## src/rtl/id_stage_hz.sv

```systemverilog
// id_stage_hz: MIPS decode stage (control, regfile, sign extend, ID/EX register, load-use stall).
// Define ID_WB_BYPASS_EN to make same-cycle write-back data visible on the read ports.
module id_stage_hz #(
   parameter int DATA_W = 32,
   parameter int NREGS = 32,
   localparam int RA_W = $clog2(NREGS)
) (
   input  logic              clk,
   input  logic              rst,
   input  logic [31:0]       if_id_instr,
   input  logic [DATA_W-1:0] if_id_npc,
   input  logic              if_id_valid,
   input  logic              wb_reg_write,
   input  logic [RA_W-1:0]   wb_rd,
   input  logic [DATA_W-1:0] wb_data,
   input  logic              flush,
   output logic              stall,
   output logic              id_ex_valid,
   output logic [1:0]        wb_ctl_out,
   output logic [2:0]        m_ctl_out,
   output logic              reg_dst,
   output logic              alu_src,
   output logic [1:0]        alu_op,
   output logic [DATA_W-1:0] npc_out,
   output logic [DATA_W-1:0] r_data1_out,
   output logic [DATA_W-1:0] r_data2_out,
   output logic [DATA_W-1:0] sign_extend_out,
   output logic [RA_W-1:0]   instr_rt_out,
   output logic [RA_W-1:0]   instr_rd_out
);
   localparam logic [RA_W:0] NR = (RA_W+1)'(NREGS);
   logic [5:0]        op;
   logic [RA_W-1:0]   rs, rt, rd;
   logic [DATA_W-1:0] regs_q [NREGS];
   logic [DATA_W-1:0] rf1, rf2, rd1, rd2, sx;
   logic              we, haz, bubble, valid_d, valid_q;
   logic [8:0]        dec, ctl_d, ctl_q;
   logic [DATA_W-1:0] npc_q, r1_q, r2_q, sx_q;
   logic [RA_W-1:0]   rt_q, rd_q;
   assign op = if_id_instr[31:26];
   assign rs = if_id_instr[21+RA_W-1:21];
   assign rt = if_id_instr[16+RA_W-1:16];
   assign rd = if_id_instr[11+RA_W-1:11];
   assign sx = DATA_W'($signed(if_id_instr[15:0]));
   assign we = wb_reg_write && wb_rd != '0 && {1'b0, wb_rd} < NR;
   assign rf1 = (rs != '0 && {1'b0, rs} < NR) ? regs_q[rs] : '0;
   assign rf2 = (rt != '0 && {1'b0, rt} < NR) ? regs_q[rt] : '0;
`ifdef ID_WB_BYPASS_EN
   assign rd1 = (we && wb_rd == rs) ? wb_data : rf1;
   assign rd2 = (we && wb_rd == rt) ? wb_data : rf2;
`else
   assign rd1 = rf1;
   assign rd2 = rf2;
`endif
   // {reg_dst, alu_src, alu_op[1:0], branch, mem_read, mem_write, reg_write, mem_to_reg}
   assign dec = (op == 6'h00) ? 9'b1_0_10_000_10 :
                (op == 6'h23) ? 9'b0_1_00_010_11 :
                (op == 6'h2B) ? 9'b0_1_00_001_00 :
                (op == 6'h04) ? 9'b0_0_01_100_00 : 9'b0;
   assign haz = valid_q && ctl_q[3] && rt_q != '0 && if_id_valid && (rt_q == rs || rt_q == rt);
   assign stall = haz && !flush;
   assign bubble = flush || haz;
   assign valid_d = !bubble && if_id_valid;
   assign ctl_d = valid_d ? dec : 9'b0;
   always_ff @(posedge clk) begin
      if (rst) begin
         for (int i = 0; i < NREGS; i++) regs_q[i] <= '0;
      end else if (we) begin
         regs_q[wb_rd] <= wb_data;
      end
   end
   always_ff @(posedge clk) begin
      if (rst) begin
         valid_q <= 1'b0;
         ctl_q   <= '0;
         npc_q   <= '0;
         r1_q    <= '0;
         r2_q    <= '0;
         sx_q    <= '0;
         rt_q    <= '0;
         rd_q    <= '0;
      end else begin
         valid_q <= valid_d;
         ctl_q   <= ctl_d;
         npc_q   <= if_id_npc;
         r1_q    <= rd1;
         r2_q    <= rd2;
         sx_q    <= sx;
         rt_q    <= rt;
         rd_q    <= rd;
      end
   end
   assign id_ex_valid     = valid_q;
   assign reg_dst         = ctl_q[8];
   assign alu_src         = ctl_q[7];
   assign alu_op          = ctl_q[6:5];
   assign m_ctl_out       = ctl_q[4:2];
   assign wb_ctl_out      = ctl_q[1:0];
   assign npc_out         = npc_q;
   assign r_data1_out     = r1_q;
   assign r_data2_out     = r2_q;
   assign sign_extend_out = sx_q;
   assign instr_rt_out    = rt_q;
   assign instr_rd_out    = rd_q;
endmodule

```

## config.mk

```make
export PLATFORM = sky130hd
export DESIGN_NAME = id_stage_hz
export DESIGN_NICKNAME = d
export VERILOG_FILES = /design/src/rtl/id_stage_hz.sv
export SDC_FILE = /design/constraint.sdc
export NUM_CORES = 2
export LEC_CHECK = 0
export CORE_AREA = 2 2 348 487
export CTS_CLUSTER_DIAMETER = 120
export DETAILED_ROUTE_END_ITERATION = 7
export DIE_AREA = 0 0 350 489
export SLEW_MARGIN = 30
export SYNTH_ARGS = -nofsm -noshare
export SYNTH_HDL_FRONTEND = slang
export SYNTH_SLANG_ARGS = --single-unit
```

## constraint.sdc

```tcl
create_clock -name clk -period 2.9 [get_ports clk]
set_input_delay 0.725 -clock clk [delete_from_list [all_inputs] [get_ports clk]]
set_output_delay 0.725 -clock clk [all_outputs]
set_load 0.005 [all_outputs]
```

==> flow_metrics.py <==
metrics = {
    "clocking": {
        "htree_levels": 3,
        "numCtsBuffers": 114,
        "ctsHoldBuffers": 0,
        "clk_pin_slew_ns": 0.07,
        "clk_latency_ns": 0.78,
        "clock_sinks": 1148,
        "cts_tree": "built",
        "root_buffer": "clkbuf_16",
        "ctsLongestPathBuffers": 3,
    },
    "route": {
        "dr.pass1.iters": 6,
        "drc": 0,
        "vias": 37456,
        "via_per_inst": 5.63,
        "drt_wl_total_um": 205000,
        "post_drt_wl_per_cell_um": 30.8,
        "first_iter_violations": 4427,
        "ant_nets": 0,
    },
    "synth": {
        "ys_seq_area_share_pct": 57.2,
        "synthFlopType": "edfxtp_1",
        "synthMostInstantiatedCell": "edfxtp_1",
        "syn_inst": 3967,
        "syn_area_mm2": 0.0581,
        "synth.distinct_cells": 47,
        "synth-seq-cells": 1148,
        "yosysTopAreaCell": "edfxtp_1",
        "synth_top_cell_area_share_pct": 53.0,
        "async_flop_share_pct": 0,
        "syn_area_per_cell_um2": 14.6,
        "synthTopCellsByArea": "edfxtp_1, mux4_2, and2_1, mux2i_1, dfxtp_1",
        "yosys-top-cells-count": "edfxtp_1, and2_1, mux4_2",
        "yosys_warnings": 0,
        "synth_edf_count": 1024,
    },
    "status": {
        "outcome": "completed",
    },
    "final_layout": {
        "nFillCells": 15074,
        "multi_input_area_mm2": 0.0232,
        "final_core_util_pct": 41.8,
        "final_nets": 4408,
        "stdcell_area_mm2": 0.0699,
        "area_growth_syn_to_layout_pct": 20.4,
        "drive_gt1_share_pct": 24.6,
        "seqCellArea_mm2": 0.0332,
    },
    "place": {
        "dp_hpwl_um": 136000,
        "place_congestion": 0.889,
        "place_area_mm2": 0.0659,
        "io_buffers": 254,
    },
    "global_routing": {
        "grt_pass1_wl_um": 286000,
        "grt_max_degree": 70,
        "grt.met1_usage_pct": 29.7,
        "grt_pass1_vias": 38085,
        "antenna_found_initial": 23,
        "overflow": 0,
        "groute.usage.overall_pct": 23.7,
        "busiest_layer": "met2",
        "grt_use_met3_pct": 3.99,
        "met2_usage_pct": 40.5,
    },
    "timing": {
        "finalClockSkew_ns": 0.0306,
        "setup_violations": 0,
        "hold_viol_final": 0,
        "period_needed_ns": 2.80,
        "drv_slew": 0,
        "relSlewSlack_pct": 48.2,
        "period_share_pct": 96.6,
        "grt_setup_unrepaired": "false",
        "timing.fmax_mhz": 357,
        "tightestPinTransition_ns": 0.777,
        "fin_setup_tns_ns": 0,
    },
    "setup_path": {
        "cp-end-kind": "output pin",
        "path_max_fanout": 2,
        "critical_path_required_ns": 2.17,
        "start_kind": "register",
        "worstSetupPathType": "reg2out",
        "critPathArrivalTime_ns": 2.08,
    },
    "floorplanning": {
        "die_h_um": 489,
        "fp-row-count": 178,
        "start_util_pct": 34.7,
        "fp.dieArea_mm2": 0.171,
        "fp.dieW_um": 350,
        "io_pins": 255,
        "core_mm2": 0.167,
    },
    "hold_path": {
        "hold_class": "in2reg",
    },
    "job": {
        "drv_cap": 0,
    },
    "power_and_ir_drop": {
        "total_power_uw": 40200,
        "ir_drop_uv": 545,
        "p_leak_uw": 0.0250,
        "power.density_mw_per_mm2": 575,
    },
}
final cells by class:
type	instances	area share, %
flip-flops and latches	1148	47.6
inverters	1	0.00537
repair buffers	618	9.53
clock buffers	150	4.57
well taps	2250	4.03
clock inverters	67	1.06
diodes	5	0.0179
multi-input cells	2419	33.2
path summary, 6_finish.rpt:
check / start / to / slack (ns) / cells after the start
setup / recovery: instr_rt_out[1]$_SDFF_PP0_ / stall / 0.1 / 7
hold / removal: rst / instr_rt_out[4]$_SDFF_PP0_ / 0.27 / 2
setup reg to reg: regs_q[13][9]$_SDFFCE_PN0P_ / r_data2_out[9]$_SDFF_PP0_ / 0.86 / 5
hold reg to reg: regs_q[28][11]$_SDFFCE_PN0P_ / r_data1_out[11]$_SDFF_PP0_ / 0.67 / 4
repair_timing:
item	in CTS	in global routing
setup buffers	1	0
gates resized for setup	23	0
setup endpoints to repair	1	0
layout by cell type (no fill, tap or decap), drive strengths merged, types with 58 or more instances in the layout:
cell | synthesis | routed
mux4 | 384 | 384
edfxtp | 1024 | 1024
o221ai | 64 | 64
clkbuf | 269 | 150
and2 | 996 | 996
nand2 | 71 | 71
dfxtp | 124 | 124
mux2i | 352 | 352
clkdlybuf4s50 | 0 | 239
nor2b | 58 | 58
buf | 161 | 377
power breakdown:
group / switching [µW] / leakage [µW] / total [µW] / internal, µW
registers: 549 / 0.0108 / 19500 / 18900
clock network: 6860 / 0.00193 / 15700 / 8870
logic: 2600 / 0.0123 / 4970 / 2370
stage by stage:
stage / worst slack [ns] / cells / hold WS, ns
floorplan: 0.194 / 3998 / 0.588
global route: 0.0128 / 6655 / 0.262
CTS: 0.0392 / 6653 / 0.210
global placement: -0.628 / 6435 / 0.654
finish: 0.0989 / 6658 / 0.273
detailed placement: -0.572 / 6435 / 0.648
cell families after synthesis:
logic type	Yosys count	synth area share, %
mux	784	21.9
flops	1148	57.2
simple gates	1311	13.6
buf+inv	431	3.52
compound gates	282	3.64
other cells	1	0.00646
xor+xnor	10	0.151
state kept, by name, summed over array words and instances, names as in the netlist:
name and cells:
r_data1_out 32, r_data2_out 32, instr_rt_out 5, regs_q 1024
npc_out 32, id_ex_valid 1, sign_extend_out 16, ctl_q 6
metal layers:
layer,up-vias,share of wire (%)
met2,2024,50
li1,15628,-
met4,16,4.4
met5,-,0.045
met3,468,8.5
met1,19320,38
worst max-delay path: stages, from the launching register on:
cell	delay, ns
dfxtp_2	0.36
xnor2_2	0.11
buf_4	0.16
nand3_4	0.08
o22ai_2	0.19
buf_6	0.14
and3b_1	0.15
buf_2	0.11
No activity file was read; power rests on OpenSTA's default activity.
